==> src/rtl/jedro_1_decoder.sv <==
// ---------------------------------------------------------------------------
// jedro_1_decoder
//   Decode stage that feeds jedro_1_alu. It takes RV32I instructions over a
//   valid/ready handshake, decodes OP, OP-IMM and LUI, reads operands from the
//   register file (or forwards them from the ALU result register) and loads
//   the ALU-stage registers. If an instruction reads the register written by
//   the instruction issued just before it, the decoder stalls for one cycle.
//   An illegal encoding sets a sticky flag and halts the decoder until reset.
//
// Ports
//   clk_i            clock
//   rstn_i           synchronous active-low reset
//   instr_i          instruction word
//   instr_valid_i    instr_i is valid
//   instr_ready_o    instruction is accepted this cycle (combinational)
//   rf_rs1_addr_o    regfile read address 1 (instr_i[19:15])
//   rf_rs2_addr_o    regfile read address 2 (instr_i[24:20])
//   rf_rs1_data_i    regfile read data 1 (asynchronous read)
//   rf_rs2_data_i    regfile read data 2
//   alu_res_i        ALU result register (forwarding source)
//   alu_dest_addr_i  ALU destination register
//   alu_wb_i         ALU write-back enable
//   alu_sel_ro       registered ALU select {b3, funct3}
//   op_a_ro          registered operand A
//   op_b_ro          registered operand B
//   dest_addr_ro     registered destination register
//   wb_ro            registered write-back enable
//   illegal_instr_ro sticky illegal-instruction flag
// ---------------------------------------------------------------------------
module jedro_1_decoder #(
    parameter int DATA_WIDTH     = 32,
    parameter int REG_ADDR_WIDTH = 5,
    parameter int ALU_OP_WIDTH   = 4
) (
    input  logic                      clk_i,
    input  logic                      rstn_i,
    input  logic [DATA_WIDTH-1:0]     instr_i,
    input  logic                      instr_valid_i,
    output logic                      instr_ready_o,
    output logic [REG_ADDR_WIDTH-1:0] rf_rs1_addr_o,
    output logic [REG_ADDR_WIDTH-1:0] rf_rs2_addr_o,
    input  logic [DATA_WIDTH-1:0]     rf_rs1_data_i,
    input  logic [DATA_WIDTH-1:0]     rf_rs2_data_i,
    input  logic [DATA_WIDTH-1:0]     alu_res_i,
    input  logic [REG_ADDR_WIDTH-1:0] alu_dest_addr_i,
    input  logic                      alu_wb_i,
    output logic [ALU_OP_WIDTH-1:0]   alu_sel_ro,
    output logic [DATA_WIDTH-1:0]     op_a_ro,
    output logic [DATA_WIDTH-1:0]     op_b_ro,
    output logic [REG_ADDR_WIDTH-1:0] dest_addr_ro,
    output logic                      wb_ro,
    output logic                      illegal_instr_ro
);

    localparam logic [6:0] OPC_OP     = 7'b0110011;
    localparam logic [6:0] OPC_OP_IMM = 7'b0010011;
    localparam logic [6:0] OPC_LUI    = 7'b0110111;

    localparam logic [0:0] ST_RUN  = 1'b0;
    localparam logic [0:0] ST_HALT = 1'b1;

    // x0 reads as zero; otherwise the ALU result register wins over the
    // register file because the regfile has not been written with it yet.
    function automatic logic [DATA_WIDTH-1:0] read_operand(
        input logic [REG_ADDR_WIDTH-1:0] rs,
        input logic [DATA_WIDTH-1:0]     rf_data,
        input logic [DATA_WIDTH-1:0]     fwd_data,
        input logic [REG_ADDR_WIDTH-1:0] fwd_addr,
        input logic                      fwd_en
    );
        if (rs == '0)
            return '0;
        else if (fwd_en && (rs == fwd_addr))
            return fwd_data;
        else
            return rf_data;
    endfunction

    logic [0:0]                state_q;
    logic [6:0]                opcode;
    logic [2:0]                funct3;
    logic [6:0]                funct7;
    logic [REG_ADDR_WIDTH-1:0] rs1;
    logic [REG_ADDR_WIDTH-1:0] rs2;
    logic [REG_ADDR_WIDTH-1:0] rd;

    assign opcode = instr_i[6:0];
    assign rd     = instr_i[11:7];
    assign funct3 = instr_i[14:12];
    assign rs1    = instr_i[19:15];
    assign rs2    = instr_i[24:20];
    assign funct7 = instr_i[31:25];

    assign rf_rs1_addr_o = rs1;
    assign rf_rs2_addr_o = rs2;

    logic signed [DATA_WIDTH-1:0] imm_i_sext;
    logic        [DATA_WIDTH-1:0] imm_u;
    logic        [DATA_WIDTH-1:0] rs1_val;
    logic        [DATA_WIDTH-1:0] rs2_val;

    assign imm_i_sext = {{(DATA_WIDTH-12){instr_i[31]}}, instr_i[31:20]};
    assign imm_u      = {instr_i[31:12], 12'b0};
    assign rs1_val    = read_operand(rs1, rf_rs1_data_i, alu_res_i, alu_dest_addr_i, alu_wb_i);
    assign rs2_val    = read_operand(rs2, rf_rs2_data_i, alu_res_i, alu_dest_addr_i, alu_wb_i);

    logic                    legal;
    logic                    use_rs1;
    logic                    use_rs2;
    logic [ALU_OP_WIDTH-1:0] sel_d;
    logic [DATA_WIDTH-1:0]   op_a_d;
    logic [DATA_WIDTH-1:0]   op_b_d;

    always_comb begin
        legal   = 1'b0;
        use_rs1 = 1'b0;
        use_rs2 = 1'b0;
        sel_d   = '0;
        op_a_d  = rs1_val;
        op_b_d  = rs2_val;
        case (opcode)
            OPC_OP: begin
                use_rs1 = 1'b1;
                use_rs2 = 1'b1;
                sel_d   = {instr_i[30], funct3};
                // funct7 0x20 only selects SUB and SRA
                legal   = (funct7 == 7'h00) ||
                          ((funct7 == 7'h20) && ((funct3 == 3'b000) || (funct3 == 3'b101)));
            end
            OPC_OP_IMM: begin
                use_rs1 = 1'b1;
                op_b_d  = imm_i_sext;
                // only SRAI uses bit 30; ADDI etc. carry it as immediate data
                sel_d   = {(funct3 == 3'b101) && instr_i[30], funct3};
                case (funct3)
                    3'b001:  legal = (funct7 == 7'h00);
                    3'b101:  legal = (funct7 == 7'h00) || (funct7 == 7'h20);
                    default: legal = 1'b1;
                endcase
            end
            OPC_LUI: begin
                legal  = 1'b1;
                op_a_d = '0;
                op_b_d = imm_u;
            end
            default: ;
        endcase
    end

    // The previous instruction is still in our output registers, so its
    // result is not visible on the ALU forward path until the next cycle.
    logic hazard;
    logic accept;

    assign hazard = wb_ro && (
                    (use_rs1 && (rs1 != '0) && (rs1 == dest_addr_ro)) ||
                    (use_rs2 && (rs2 != '0) && (rs2 == dest_addr_ro)));

    assign instr_ready_o = (state_q == ST_RUN) && !hazard;
    assign accept        = instr_valid_i && instr_ready_o;

    always_ff @(posedge clk_i) begin
        if (!rstn_i) begin
            state_q          <= ST_RUN;
            alu_sel_ro       <= '0;
            op_a_ro          <= '0;
            op_b_ro          <= '0;
            dest_addr_ro     <= '0;
            wb_ro            <= 1'b0;
            illegal_instr_ro <= 1'b0;
        end else begin
            if (accept && legal) begin
                alu_sel_ro   <= sel_d;
                op_a_ro      <= op_a_d;
                op_b_ro      <= op_b_d;
                dest_addr_ro <= rd;
                wb_ro        <= (rd != '0);
            end else begin
                alu_sel_ro   <= '0;
                op_a_ro      <= '0;
                op_b_ro      <= '0;
                dest_addr_ro <= '0;
                wb_ro        <= 1'b0;
            end
            if (accept && !legal) begin
                illegal_instr_ro <= 1'b1;
                state_q          <= ST_HALT;
            end
        end
    end

endmodule

==> config.mk <==
export PLATFORM = sky130hd
export DESIGN_NAME = jedro_1_decoder
export DESIGN_NICKNAME = d
export VERILOG_FILES = /design/src/rtl/jedro_1_decoder.sv
export SDC_FILE = /design/constraint.sdc
export NUM_CORES = 1
export LEC_CHECK = 0
export BUFFER_PORTS_ARGS = -buffer_cell sky130_fd_sc_hd__buf_2
export CELL_PAD_IN_SITES_DETAIL_PLACEMENT = 2
export CELL_PAD_IN_SITES_GLOBAL_PLACEMENT = 2
export CORE_MARGIN = 2
export CORE_UTILIZATION = 21
export DETAILED_ROUTE_END_ITERATION = 8
export PLACE_DENSITY = 0.77
export SETUP_SLACK_MARGIN = 0.02
export SLEW_MARGIN = 25
export SYNTH_ARGS = -nofsm -noshare
export SYNTH_HDL_FRONTEND = slang
export SYNTH_SLANG_ARGS = --single-unit
==> constraint.sdc <==
create_clock -name clk_i -period 1.82 [get_ports clk_i]
set_input_delay 0.091 -clock clk_i [delete_from_list [all_inputs] [get_ports clk_i]]
set_output_delay 0.091 -clock clk_i [all_outputs]
set_load 0.03 [all_outputs]
* After elaboration in Yosys (flattened, before gate mapping) *
Cells that the tools add are included.

word-level totals
  logic and storage cells = 57
  output and inout bits = 86
  register bits after elaboration = 75
  input port bits = 137

cells by class
  mux-type cells = 9
  bitwise gates (word level) = 3
  reductions and logical operators = 29
  equality and inequality tests = 10

operators by type and width
  operator                                       count
  two-way mux 32 bit                             3
  case mux 32 bit (2 select lines)               1
  == test 7 x 6 -> 1 bit, second input constant  3
  == test 5 bit                                  4
  nonzero test 5 bit                             3
  logical AND 1 bit                              13
  logical NOT 5 bit                              2
  case mux 4 bit (2 select lines)                1
  == test 7 x 5 -> 1 bit, second input constant  1
  logical NOT 7 bit                              1
  logical OR 1 bit                               4
  OR reduction 4 bit                             1
  == test 3 x 1 -> 1 bit, second input constant  1
  == test 3 bit, second input constant           1
  logical NOT 3 bit                              1
  inverter 1 bit                                 3
  case mux 1 bit (3 select lines)                1
  logical NOT 1 bit                              2
  two-way mux 1 bit                              2
  case mux 1 bit (2 select lines)                1
  AND reduction 2 bit                            1
  OR reduction 2 bit                             1

* Depth between registers and ports, before layout *
Gate-level depths: netlist (run 1).

  word-level depth = 13
  mapped depth = 7
  mapped depth without buffers = 5

* Least setup slack after synthesis (run 1) *
Ideal clock, no wire load.

  path type = register to register
  from = register dest_addr_ro[2]
  to = register op_a_ro[10]
  period minus slack after synthesis = 1.801 ns
  stages on the path, launching flop included = 7
  path slack = 0.019 ns
  data arrival time = 1.669 ns
  path buffers = 1
  setup time = 0.132 ns
  data required time = 1.688 ns
  path through = dfxtp_1 xnor2_1 o211ai_2 o22a_1 o21bai_1 clkbuf_1 nor3_1

between the ends
  word-level cells in the longest chain between the ends = 10
  elaborated cells between the ends (all ways) = 12
  classes of those cells = eq/ne (2); bitwise (1); reduce/logical (9)

ends and longest elaborated chain
  item                                     line      RTL
  from (decl)                              50        output logic [REG_ADDR_WIDTH-1:0] dest_addr_ro,
  from (signal assigned)                   176       dest_addr_ro <= rd;
  == test 5 bit (on tied branches)         156, 157
  logical AND 1 bit (on tied branches)     156, 157
  logical OR 1 bit (*)                     156       (use_rs1 && (rs1 != '0) && (rs1 == dest_addr_ro)) ||
  logical AND 1 bit (*)                    155       assign hazard = wb_ro && (
  logical NOT 1 bit (*)                    159       assign instr_ready_o = (state_q == ST_RUN) && !hazard;
  logical AND 1 bit (*)                    159
  logical AND 1 bit (*)                    160       assign accept = instr_valid_i && instr_ready_o;
  logical AND 1 bit (*)                    172       if (accept && legal) begin
  inverter 1 bit (no source line) (*)      -
  OR reduction 4 bit (no source line) (*)  -
  to (signal assigned)                     174       op_a_ro <= op_a_d;
  to (decl)                                48        output logic [DATA_WIDTH-1:0] op_a_ro,

Every way passes the cells marked *; elsewhere a longest branch is shown, timed or not.
A chain may end at the register's enable or synchronous reset.

* Worst setup path in the final report (run 1) *
  from = input port instr_i[16]
  to = register alu_sel_ro[2]

between the ends
  word-level cells in the longest chain between the ends = 10
  elaborated cells between the ends (all ways) = 11
  classes of those cells = eq/ne (1); reduce/logical (10)

ends and longest elaborated chain
  item                                      line  RTL
  from (decl)                               37    input logic [DATA_WIDTH-1:0] instr_i,
  nonzero test 5 bit                        156
  logical AND 1 bit                         156
  logical AND 1 bit (*)                     156
  logical OR 1 bit (*)                      156
  logical AND 1 bit (*)                     155
  logical NOT 1 bit (*)                     159
  logical AND 1 bit (*)                     159
  logical AND 1 bit (*)                     160
  logical AND 1 bit (*)                     172
  AND reduction 2 bit (no source line) (*)  -
  to (signal assigned)                      173   alu_sel_ro <= sel_d;
  to (decl)                                 47    output logic [ALU_OP_WIDTH-1:0] alu_sel_ro,

Marked as above.

==> results of run 1 <==
placed cells by master (no fill, tap or decap), types with 5 or more instances in the layout:
cell type | Yosys | layout
sky130_fd_sc_hd__nand3_1 | 34 | 34
sky130_fd_sc_hd__a21oi_1 | 22 | 22
sky130_fd_sc_hd__buf_12 | 0 | 9
sky130_fd_sc_hd__and2_1 | 25 | 25
sky130_fd_sc_hd__a21boi_1 | 9 | 9
sky130_fd_sc_hd__clkbuf_16 | 0 | 11
sky130_fd_sc_hd__nand2_1 | 17 | 17
sky130_fd_sc_hd__a21o_1 | 11 | 11
sky130_fd_sc_hd__dfxtp_1 | 75 | 70
sky130_fd_sc_hd__dlygate4sd3_1 | 0 | 6
sky130_fd_sc_hd__dfxtp_2 | 0 | 5
sky130_fd_sc_hd__nor3_1 | 36 | 36
sky130_fd_sc_hd__o21ai_0 | 32 | 32
sky130_fd_sc_hd__mux2i_1 | 32 | 32
sky130_fd_sc_hd__o31a_1 | 20 | 20
sky130_fd_sc_hd__buf_2 | 2 | 221
sky130_fd_sc_hd__xnor2_1 | 16 | 15
sky130_fd_sc_hd__buf_4 | 10 | 31
power groups by stage:
stage / Sequential, µW / Combinational, µW / Clock [µW]
3_3_place_gp: 1680 / 590 / 0
4_1_cts: 1650 / 631 / 1690
6_report: 1650 / 629 / 1640
2_1_floorplan: 1690 / 257 / 0
5_1_grt: 1650 / 683 / 1770
3_5_place_dp: 1680 / 616 / 0
sequential cells by signal (all words and copies together), names as in the netlist:
name          cells
op_b_ro          32
state_q           1
wb_ro             1
dest_addr_ro      5
alu_sel_ro        4
op_a_ro          32
worst reg2reg max path: cells and delay by family (launching register included):
family,cells,cell delay [ns]
AOI/OAI and AO/OA,2,0.38
DFF,1,0.35
buffers and inverters,3,0.50
xor gates and xnor gates,1,0.13
and+or+nand+nor,2,0.32
through the flow:
step	hold WS, ns	total power (µW)	setup slack, ns
2_1_floorplan	0.2098	1948	0.01898
3_3_place_gp	0.3056	2274	-0.1681
3_5_place_dp	0.3183	2300	-0.2233
4_1_cts	0.002621	3971	0.05646
5_1_grt	0.004415	4098	0.01640
6_report	0.01815	3914	0.07072
routing by layer:
metal,track usage,routed length (µm)
met2,0.3198,8839
met5,0,0
met4,0.06415,298
met1,0.2253,7721
met3,0.02796,802
kinds of logic after synthesis:
logic type	Yosys count
AOI/OAI and AO/OA	112
xor gates and xnor gates	20
buffers and inverters	47
DFF	75
muxes	32
and+or+nand+nor	135
repair_timing:
item	in CTS	in global routing
endpoints found under the setup margin	1	14
hold endpoints to repair	7	0
hold buffers	6	0
pin swaps	1	4
buffers inserted	1	2
cloned	0	2
gates resized for setup	1	10
area by class of cell:
| class | instances | area [µm²] | area share |
|---|---|---|---|
| multi-input cells | 299 | 2018 | 0.3526 |
| repair buffers | 270 | 1640 | 0.2866 |
| flip-flops and latches | 75 | 1508 | 0.2634 |
| well taps | 225 | 281.5 | 0.04919 |
| clock buffers | 10 | 239.0 | 0.04176 |
| clock inverters | 5 | 30.03 | 0.005247 |
| inverters | 1 | 3.754 | 0.0006559 |
| diodes | 1 | 2.502 | 0.0004373 |
worst paths after layout:
check	from	slack (ns)	end	cells past startpoint
worst max-delay path	instr_i[16]	0.07	alu_sel_ro[2]$_SDFF_PN0_	9
worst min-delay path	instr_i[13]	0.02	alu_sel_ro[1]$_SDFF_PN0_	2
worst max register to register	dest_addr_ro[2]$_SDFF_PN0_	0.09	alu_sel_ro[2]$_SDFF_PN0_	8
worst min register to register	state_q$_SDFFE_PN0P_	0.52	state_q$_SDFFE_PN0P_	2
==> reports/summary.md, run 1 <==
The share of total power in combinational logic is 0.161. On the worst path, the slowest cell contributes a delay of 0.54 ns. The top-level port count is 223, and the data required time of the worst path is 2.11 ns. The tools report the via count of the first global-routing pass as 4488.

The async set-reset flop share out of synthesis was 0; the fraction of synthesized area in multiplexers was 0.08579. In this run the remaining antenna-violating nets after routing total 0. The XOR/XNOR share of the synthesized area is 0.04692. The tools report the total setup violations reported at the end of the flow as 0. The worst setup path is captured at a flip-flop.

Entering global routing, the biggest net connects 37 pins. The largest voltage drop on the vdd net came out at 0.0003856 V. For the total nets after synthesis, the log shows 558. The net count of the finished layout is 793.

The floorplan step defined a die boundary enclosing 18860 µm². The root buffer cell chosen for the clock tree is sky130_fd_sc_hd__clkbuf_16. The final hold violation count was 0. TritonCTS built the clock tree. The placed cell area is 5289 µm². The internal portion of the total power is 2869 µW. Setup repair after global routing left no endpoint under its margin. At the end of routability-driven placement, the weighted congestion stood at 0.8394.

Max-cap violations in this run came to 0. Unique cell type count in the Yosys netlist: 41. After synthesis, the largest family of logic cells by area is compound AO/OA/AOI/OAI gates.

The layout has 2019 filler cells. Proportion of netlist area held by the largest area contributor: 0.4021. The arithmetic-cell share of the synthesized area counting full adders, half adders and majority gates is 0, and the area overhead of the layout relative to synthesis is 53.28%. The signal on the critical path passes through buf_2, or4_4, o211ai_2, o22ai_2, buf_4, a311oi_4, buf_6, clkbuf_16, and3_1. The tools report the proportion of power drawn by flip-flops and latches as 0.421. The switching power as a share of total power was 0.2672.

The critical path in this run is classified as primary input to flip-flop. The power density relative to cell area is 684.0 nW/µm², and the post-synthesis instance area is 3734 µm². Yosys instantiated no cell more often than sky130_fd_sc_hd__dfxtp_1. The run finished with clean final reports. The post-layout instance count excluding filler cells is 886, and the complex-gate fraction of the synthesized area is 0.2041. The tools report the maximum count of clock buffers along a single path as 2. Between clock sinks in the finished design, the worst skew comes to 0.01077 ns. The fraction of layout instances using a drive strength above 1 was 0.4515. Derived from the worst setup path, the maximum achievable clock frequency is 571.7 MHz.

Simple logic cell fraction of the synthesized area: 0.1950. During placement, the flow inserted port buffers numbering 222. Number of sinks on the clock net: 75. For this design the static power due to leakage is 0.002525 µW.

The clock insertion delay at the later pin of the skew report came out at 0.34 ns. Data arrives at the worst endpoint at 2.03 ns. After synthesis the netlist holds a flip-flop and latch count of 75.

The die is 137.3 µm tall. Counting flops with a built-in enable in the synthesized netlist gives 0. The buffers plus inverters on the worst setup path was 4. In this run the worst hold path is classified as primary input to flip-flop.

Sorting the synthesized cells by area gives the leading types as sky130_fd_sc_hd__dfxtp_1, sky130_fd_sc_hd__mux2i_1, sky130_fd_sc_hd__nor3_1, sky130_fd_sc_hd__o31a_1, sky130_fd_sc_hd__nand3_1. For the total global-route track usage, the log shows 0.1821. The routed via count came out at 4146. The tools report the clock group share of total power as 0.418.

The tools report the category of the worst setup path launch point as a primary input. The warning count from the yosys run was 0. The total overflow left after global routing is 0. The portion of the post-synthesis area used by sequential elements was 0.4021. sky130_fd_sc_hd__dfxtp_1 takes more of the synthesized area than any other cell. The minimum period implied by the final worst setup slack works out to 1.749 ns. In the final timing run, aggregate negative setup slack is 0 ns.

The logs give 0 for the total count of max-transition violations in the final report and 17660 µm for the wire length after detailed routing. The core region is 17360 µm². For the cell row count, the log shows 48.

From left edge to right edge, the die measures 137.3 µm. The tools report the worst slew margin relative to its limit as 0.7694. Among cell families on the critical path, the largest total delay comes from simple AND/OR/NAND/NOR gates. Via-per-instance ratio: 4.679.

The most used flip-flop cell after synthesis is sky130_fd_sc_hd__dfxtp_1. Of all nets on the critical path, the largest fanout is 18. Post-route cell area: 5723 µm². The first global-routing pass estimated 25590 µm of wire.

The logs give 14110 µm for the half-perimeter wire length after detailed placement and 0 for the initial antenna violation count. The logs give 0.3297 for the core occupancy in the finished layout and 109 for the number of DRC markers after the initial detailed-route iteration. Including well taps, the total number of placed cells is 859. Number of optimization iterations in the first detailed-route pass: 4. The starting density of the core is 0.2151. The tools report the count of H-tree levels built during CTS as 3.

Among all stages on the critical path, the largest delay is contributed by sky130_fd_sc_hd__or4_4. The number of clock buffers added by TritonCTS is 9. Clock-pin slew reported for the worst setup and hold paths after clock tree synthesis: 0.06 ns. The commonest cells after synthesis are sky130_fd_sc_hd__dfxtp_1, sky130_fd_sc_hd__nor3_1, sky130_fd_sc_hd__nand3_1.

A synthesized cell averages 8.868 µm². The analysis attributes to net switching a power of 1046 µW. Counting every instance in the synthesized netlist gives 421. The run gives 0 as the number of remaining DRC errors. The share of the clock period used by the worst path after layout is 0.9611. The final routed wire length divided by cell count was 19.93 µm. At the pin with the least slew margin, the transition time is 0.3459 ns.
(Power assumes the default switching activity.)
==> inputs of run 2 (changes only) <==
--- a/config.mk
+++ b/config.mk
@@ -9,9 +9,10 @@
 export CELL_PAD_IN_SITES_DETAIL_PLACEMENT = 2
 export CELL_PAD_IN_SITES_GLOBAL_PLACEMENT = 2
 export CORE_MARGIN = 2
-export CORE_UTILIZATION = 21
+export CORE_UTILIZATION = 22
+export CTS_BUF_LIST = sky130_fd_sc_hd__clkbuf_2 sky130_fd_sc_hd__clkbuf_4 sky130_fd_sc_hd__clkbuf_8
 export DETAILED_ROUTE_END_ITERATION = 8
-export PLACE_DENSITY = 0.77
+export PLACE_DENSITY = 0.8
 export SETUP_SLACK_MARGIN = 0.02
 export SLEW_MARGIN = 25
 export SYNTH_ARGS = -nofsm -noshare
==> constraint.sdc (replaced) <==
create_clock -name clk_i -period 1.82 [get_ports clk_i]
set_input_delay 0.091 -clock clk_i [delete_from_list [all_inputs] [get_ports clk_i]]
set_output_delay 0.091 -clock clk_i [all_outputs]
set_load 0.005 [all_outputs]
==> run 2 against run 1 <==
Net effect: core utilization rose by 1.4 points; clock power fell by 25%; count of clock-buffer cells in the layout rose by 2; clock skew rose by 0.00063 ns; first-iteration DRC count rose by 45%; combinational power fell by 4.1%; wire length rose by 2.2%; critical path type is now flip-flop to flip-flop; critical endpoint is now alu_sel_ro[3]$_SDFF_PN0_; largest cell class unchanged.
==> reports/summary.md, run 2 (synthesis gave the netlist of run 1 again) <==
The category of the worst setup path launch point is a flip-flop. Starting density of the core: 0.2251. The wire-length estimate of the detail-placed layout is 14030 µm. The tools report the clock insertion delay at the later pin of the skew report as 0.36 ns. The via count of the first global-routing pass came out at 4575.

Setup repair after global routing could not meet its margin everywhere. After the first detailed-routing iteration, the DRC count stood at 158. The maximum count of clock buffers along a single path is 2, and the post-placement setup slack is -0.2160 ns.

Clock-pin slew was measured on the worst setup and hold paths at 0.09 ns. The path class of the tightest hold or removal check is primary input to flip-flop. The final routed wire length divided by cell count was 20.46 µm; the number of buffers inserted during clock tree synthesis was 9. TritonCTS built the clock tree. The die is 134.3 µm wide. CTS saw 75 sinks.

Clock root buffer: sky130_fd_sc_hd__clkbuf_8. Across the VDD grid, the largest voltage drop is 0.0002794 V. The switching power was 975.9 µW; the number of fillers in the final layout was 1933. The via-per-instance ratio was 4.677; the final RePlAce weighted congestion was 0.8208. The tools report the total count of max-transition violations in the final report as 0. The first global-routing pass estimated 26590 µm of wire. The proportion of power drawn by flip-flops and latches came out at 0.472. The total setup violations reported at the end of the flow came out at 0. Wire length after detailed routing: 18050 µm. The initial antenna violation count came out at 0. The logs give 47 for the cell row count and 0.354 for the clock group share of total power. The run finished with clean final reports. For this design the top-level I/O count stands at 223.

STA puts the critical path data arrival time at 2.07 ns. In the layout the commonest cells are sky130_fd_sc_hd__buf_2, sky130_fd_sc_hd__dfxtp_1, sky130_fd_sc_hd__nor3_1. The count of nets left with antenna violations after detail routing came out at 0.

The power density relative to cell area is 609.7 nW/µm². The finished cells cover 5705 µm². Relative to the synthesized area, the layout overhead comes to 52.81%. The largest driver fanout on the critical path was 10; the max-capacitance violation count was 0. The tools report the highest clock frequency the design can meet as 568.0 MHz. The analysis attributes to cell leakage a power of 0.002520 µW.

Measured along the y axis, the die boundary spans 134.3 µm. The final net count was 794; the routed via count was 4125. The kind of critical path was flip-flop to flip-flop. The multi-input logic area came out at 2057 µm².

The cell-internal power was 2503 µW. For the placeable core area, the log shows 16580 µm². The count of cells along the worst hold path works out to 3. For this run, design rule violations remaining after detail routing come to 0. Leaving out fill and tap cells, the most frequent cell in the layout is sky130_fd_sc_hd__buf_2. The data required time of the worst path came out at 2.13 ns.

Counting cells, the worst reg-to-reg path comes to 7. The tools report the endpoint type of the worst setup path as a flip-flop. The count of H-tree levels built during CTS is 3, and the share of total power in combinational logic is 0.173. Fraction of layout instances using a drive strength above 1: 0.4562. Entering global routing, the biggest net connects 33 pins. Across all hold checks on the routed design, the worst slack comes to 0.02101 ns. The share of the clock period used by the worst path after layout was 0.9674; the area of the die was 18030 µm². 0 antenna diodes ended up in the layout. The residual overflow from global routing came out at 0. For the worst slew margin relative to its limit, the log shows 0.7942. The final hold violation count was 0. The tools report the worst clock skew on the final layout as 0.01140 ns. The run gives 1510 µm² as the area used by sequential logic in the layout. The largest registers in the layout are op_a_ro: 32 flops, op_b_ro: 32 flops, dest_addr_ro: 5 flops. Switching power as a share of total power: 0.2805. The worst path meets setup with 0.05940 ns of slack. The run gives 0.1936 as the total global-route track usage. The placed cell area was 5275 µm²; the minimum period implied by the final worst setup slack was 1.761 ns. The number of optimization iterations in the first detailed-route pass is 4, and the count of buffers inserted at the top-level ports is 222.

At the pin with the least slew margin, the transition time is 0.3059 ns.
[run 2: routing by layer]
metal,track usage,vias up,part of all wire
met2,0.3461,145,0.51
met3,0.03930,25,0.049
met1,0.2298,1980,0.41
met4,0.06667,0,0.023
met5,0,-,0
li1,-,1975,-
[run 2: through the flow]
stage	std cells	total power [µW]	utilization	setup TNS (ns)
global route	882	3687	0.3440	-0.2461
floorplan	421	1914	-	0
global placement	853	2239	0.3181	-4.344
CTS	877	3515	0.3344	0
finish	882	3479	0.3440	0
detailed placement	853	2265	0.3181	-6.222
[run 2: final timing paths]
check,start,endpoint,slack [ns]
worst min-delay path,rf_rs1_data_i[23],op_a_ro[23]$_SDFF_PP0_,0.02
worst max register to register,dest_addr_ro[2]$_SDFF_PN0_,alu_sel_ro[3]$_SDFF_PN0_,0.06
worst min register to register,state_q$_SDFFE_PN0P_,state_q$_SDFFE_PN0P_,0.50
worst max-delay path,dest_addr_ro[2]$_SDFF_PN0_,alu_sel_ro[3]$_SDFF_PN0_,0.06
[run 2: worst max-delay path: stages, from the launching register on]
cell,delay (ns)
sky130_fd_sc_hd__dfxtp_4,0.37
sky130_fd_sc_hd__xnor2_2,0.13
sky130_fd_sc_hd__nand4_1,0.20
sky130_fd_sc_hd__o22ai_2,0.15
sky130_fd_sc_hd__a311oi_4,0.36
sky130_fd_sc_hd__buf_6,0.18
sky130_fd_sc_hd__buf_6,0.13
sky130_fd_sc_hd__o2111a_1,0.19
[run 2: timing repair]
action | CTS | global route
pin swaps | 0 | 4
setup buffers | 0 | 1
gates cloned | 0 | 4
hold buffers | 8 | 0
gates resized for setup | 1 | 15
hold endpoints to repair | 9 | 0
endpoints found under the setup margin | 1 | 38
[run 2: final cells by class]
cell class | instances | area share
multi-input cells | 299 | 0.3605
repair buffers | 271 | 0.2936
flip-flops and latches | 75 | 0.2647
well taps | 220 | 0.04825
clock buffers | 12 | 0.02785
clock inverters | 4 | 0.004386
inverters | 1 | 0.0006579
[run 2: power by group through the flow]
| stage | registers (µW) | logic (µW) | clock network (µW) |
|---|---|---|---|
| floorplan | 1680 | 230 | 0 |
| global placement | 1680 | 556 | 0 |
| detailed placement | 1680 | 581 | 0 |
| CTS | 1650 | 599 | 1270 |
| global route | 1640 | 659 | 1380 |
| finish | 1640 | 603 | 1230 |
==> inputs of run 3 (changes only) <==
--- a/config.mk
+++ b/config.mk
@@ -8,12 +8,15 @@
 export BUFFER_PORTS_ARGS = -buffer_cell sky130_fd_sc_hd__buf_2
 export CELL_PAD_IN_SITES_DETAIL_PLACEMENT = 2
 export CELL_PAD_IN_SITES_GLOBAL_PLACEMENT = 2
+export CORE_ASPECT_RATIO = 0.5
 export CORE_MARGIN = 2
 export CORE_UTILIZATION = 22
 export CTS_BUF_LIST = sky130_fd_sc_hd__clkbuf_2 sky130_fd_sc_hd__clkbuf_4 sky130_fd_sc_hd__clkbuf_8
 export DETAILED_ROUTE_END_ITERATION = 8
 export PLACE_DENSITY = 0.8
+export REMOVE_ABC_BUFFERS = 1
 export SETUP_SLACK_MARGIN = 0.02
+export SKIP_LAST_GASP = 1
 export SLEW_MARGIN = 25
 export SYNTH_ARGS = -nofsm -noshare
 export SYNTH_HDL_FRONTEND = slang
==> run 3 against run 2 <==
Net effect: cell count increased by 1.8%; maximum frequency increased by 2.7%; power increased by 1.5%; critical path depth stayed put; die area increased by 0.35%; non-clock buffer count up 3; clock power grew 4%; via count up 7.5%; first-iteration DRC count fell by 4.4%; register-to-register slack better by 0.14 ns; global-route usage is 2.2 points higher.
==> reports/summary.md, run 3 (synthesis gave the netlist of run 1 again) <==
The data arrival time of the worst path is 2.01 ns, and the number of remaining DRC errors is 0. Static timing analysis puts the maximum clock frequency at 583.4 MHz. The fraction of layout instances using a drive strength above 1 is 0.4421, and the number of DRC markers after the initial detailed-route iteration is 151.

The run gives 2 as the maximum count of clock buffers along a single path. The tools report the category of the worst setup path launch point as a primary input. Along the worst path, the maximum fanout reaches 15. Compared with the post-synthesis result, the final layout area differs by 50.17%.

223 I/O pins were placed. The count of cells in the finished layout, fillers not included, comes to 898. Setup repair after global routing left no endpoint under its margin.

TritonCTS built the clock tree. The global routing's busiest layer was met2. For this run, the detailed router's first-pass iteration total came to 4. Setup total negative slack on the finished layout was measured at 0 ns.

For the worst clock skew on the final layout, the log shows 0.005807 ns. After the last flow step, the layout net total stands at 797. Routability-driven placement finished with a final weighted congestion of 0.8314.

After detailed routing, the average wire length per cell comes to 22.05 µm. After global routing the overflow that remains totals 0. The share of the clock period used by the worst path after layout was 0.9418; the number of fillers in the final layout was 1861.

Hold timing on the final database bottoms out at a slack of 0.008670 ns. The core region is 16470 µm². In this design, the stage delay of the slowest critical-path cell is 0.63 ns. The logs give 0.002479 µW for the static leakage and 5607 µm² for the post-route cell area. The first global-routing pass estimated 29300 µm of wire. The endpoint type of the worst setup path was a flip-flop. For this design the ratio of total power to cell area is 629.8 nW/µm². The flow ran to the end, and the final reports show no timing, DRC or antenna violations. The wire length after detailed routing came out at 19800 µm. For the worst slew margin relative to its limit, the log shows 0.7744. The final hold violation count is 0, and the largest voltage drop on the vdd net is 0.0003281 V. The number of buffers and inverters on the critical path is 2. The routed via count came out at 4434.

The critical path is of the primary input to flip-flop type. Leaving out fill and tap cells, the most frequent cells in the layout are sky130_fd_sc_hd__buf_2, sky130_fd_sc_hd__dfxtp_1, sky130_fd_sc_hd__nor3_1, sky130_fd_sc_hd__buf_4, sky130_fd_sc_hd__nand3_1. The sequential cells in the finished layout cover a total of 1504 µm². The minimum period implied by the final worst setup slack is 1.714 ns.

The library cell used most frequently in the layout, excluding fill and tap cells, is sky130_fd_sc_hd__buf_2. For the starting density of the core, the log shows 0.2266. The largest registers in the layout are op_a_ro: 32 flops, op_b_ro: 32 flops, dest_addr_ro: 5 flops. The clock net in this run drives a total of 75 sinks. Placed instance count: 865. The global-route met1 utilization was 0.2379. The area of the die came out at 18090 µm². The logs give 3 for the initial antenna violation count and 14200 µm for the half-perimeter wire length after detailed placement. Setup violations remaining at the end of the flow were counted as 0. The tools report the total count of max-transition violations in the final report as 0. The via count of the first global-routing pass was 4990; the data required time of the worst path was 2.12 ns.

Worst hold-check path type: primary input to flip-flop. The met3 track demand over resource was 0.04484. The logs give 0 for the count of nets left with antenna violations after detail routing and 33 for the maximum number of pins on one net before global-route repair.

After clock tree synthesis, the clock-pin slew on the worst setup and hold paths is 0.09 ns. The total global-route track usage is 0.2158. The number of buffers inserted by post-CTS setup repair is 0. The logs give 0.3936 for the met2 capacity usage during global routing and 0.37 ns for the clock insertion delay at the later pin of the skew report. For this design, the slowest cell found on the critical path is sky130_fd_sc_hd__or4_1. Broken down by cell family, the worst path's largest delay share belongs to compound AO/OA/AOI/OAI gates. The H-tree generated during clock tree synthesis spans 3 levels. Walking the worst path, the cells encountered are buf_2, or4_1, o211ai_2, o22ai_2, a311oi_4, buf_4, a21boi_1. Dividing the detail-routed via count by the number of cells gives 4.938. The run gives 5289 µm² as the placed cell area. The die is 188.2 µm wide. The count of buffers inserted at the top-level ports came out at 222.

From bottom edge to top edge, the die measures 96.12 µm. CTS placed an instance of sky130_fd_sc_hd__clkbuf_8 at the clock tree root. The transition time of the tightest slew-check pin is 0.3353 ns, and the multi-input logic area is 2012 µm². Max-cap violations in this run came to 0. In this run the core area contains 33 standard-cell rows. Clock tree synthesis inserted a total of 9 buffers.
run 3: area by class of cell:
type / instances / area share
Multi-Input combinational cell: 299 / 0.3588
Clock inverter: 2 / 0.001785
Inverter: 1 / 0.0006695
Timing Repair Buffer: 274 / 0.2861
Antenna cell: 6 / 0.002678
Clock buffer: 14 / 0.03102
Tap cell: 227 / 0.05066
Sequential cell: 75 / 0.2682
run 3: report_power, final:
group | leakage, µW | internal (µW) | switching (µW) | total (µW)
clock network | 0.000101 | 614 | 668 | 1280
logic | 0.00177 | 276 | 328 | 605
registers | 0.000605 | 1640 | 2.79 | 1650
run 3: worst min-delay path: stages:
cell                      delay [ns]
sky130_fd_sc_hd__buf_2          0.08
sky130_fd_sc_hd__mux2i_1        0.05
sky130_fd_sc_hd__nor3_1         0.11
run 3: what timing repair did:
action,in CTS,in global routing
endpoints found under the hold margin,11,0
setup endpoints to repair,1,1
pin swaps,0,1
hold buffers,11,0
resized for setup,1,2
run 3: per-layer routing:
layer | routed length [µm] | share of wire | vias to the layer above
li1 | - | - | 1987
met1 | 7926 | 0.40 | 2240
met4 | 803 | 0.041 | 0
met2 | 10290 | 0.52 | 151
met5 | 0 | 0 | -
met3 | 777 | 0.039 | 56
run 3: path summary, 6_finish.rpt:
kind                                            startpoint                      to  slack [ns]  depth (start not counted)
worst max-delay path                           instr_i[16]   op_b_ro[7]$_SDFF_PN0_        0.11                          7
worst min-delay path                     rf_rs1_data_i[30]  op_a_ro[30]$_SDFF_PP0_       0.009                          3
worst max register to register  dest_addr_ro[2]$_SDFF_PN0_   op_b_ro[7]$_SDFF_PN0_        0.20                          6
worst min register to register        state_q$_SDFFE_PN0P_    state_q$_SDFFE_PN0P_        0.50                          2
run 3: stage by stage:
stage	utilization	setup slack [ns]	total power, µW
after global routing	0.3399	0.02179	3676
after global placement	0.3210	-0.1372	2219
final	0.3403	0.1059	3531
after CTS	0.3393	0.07678	3563
after detailed placement	0.3210	-0.2229	2250
after floorplan	-	-0.5123	1881
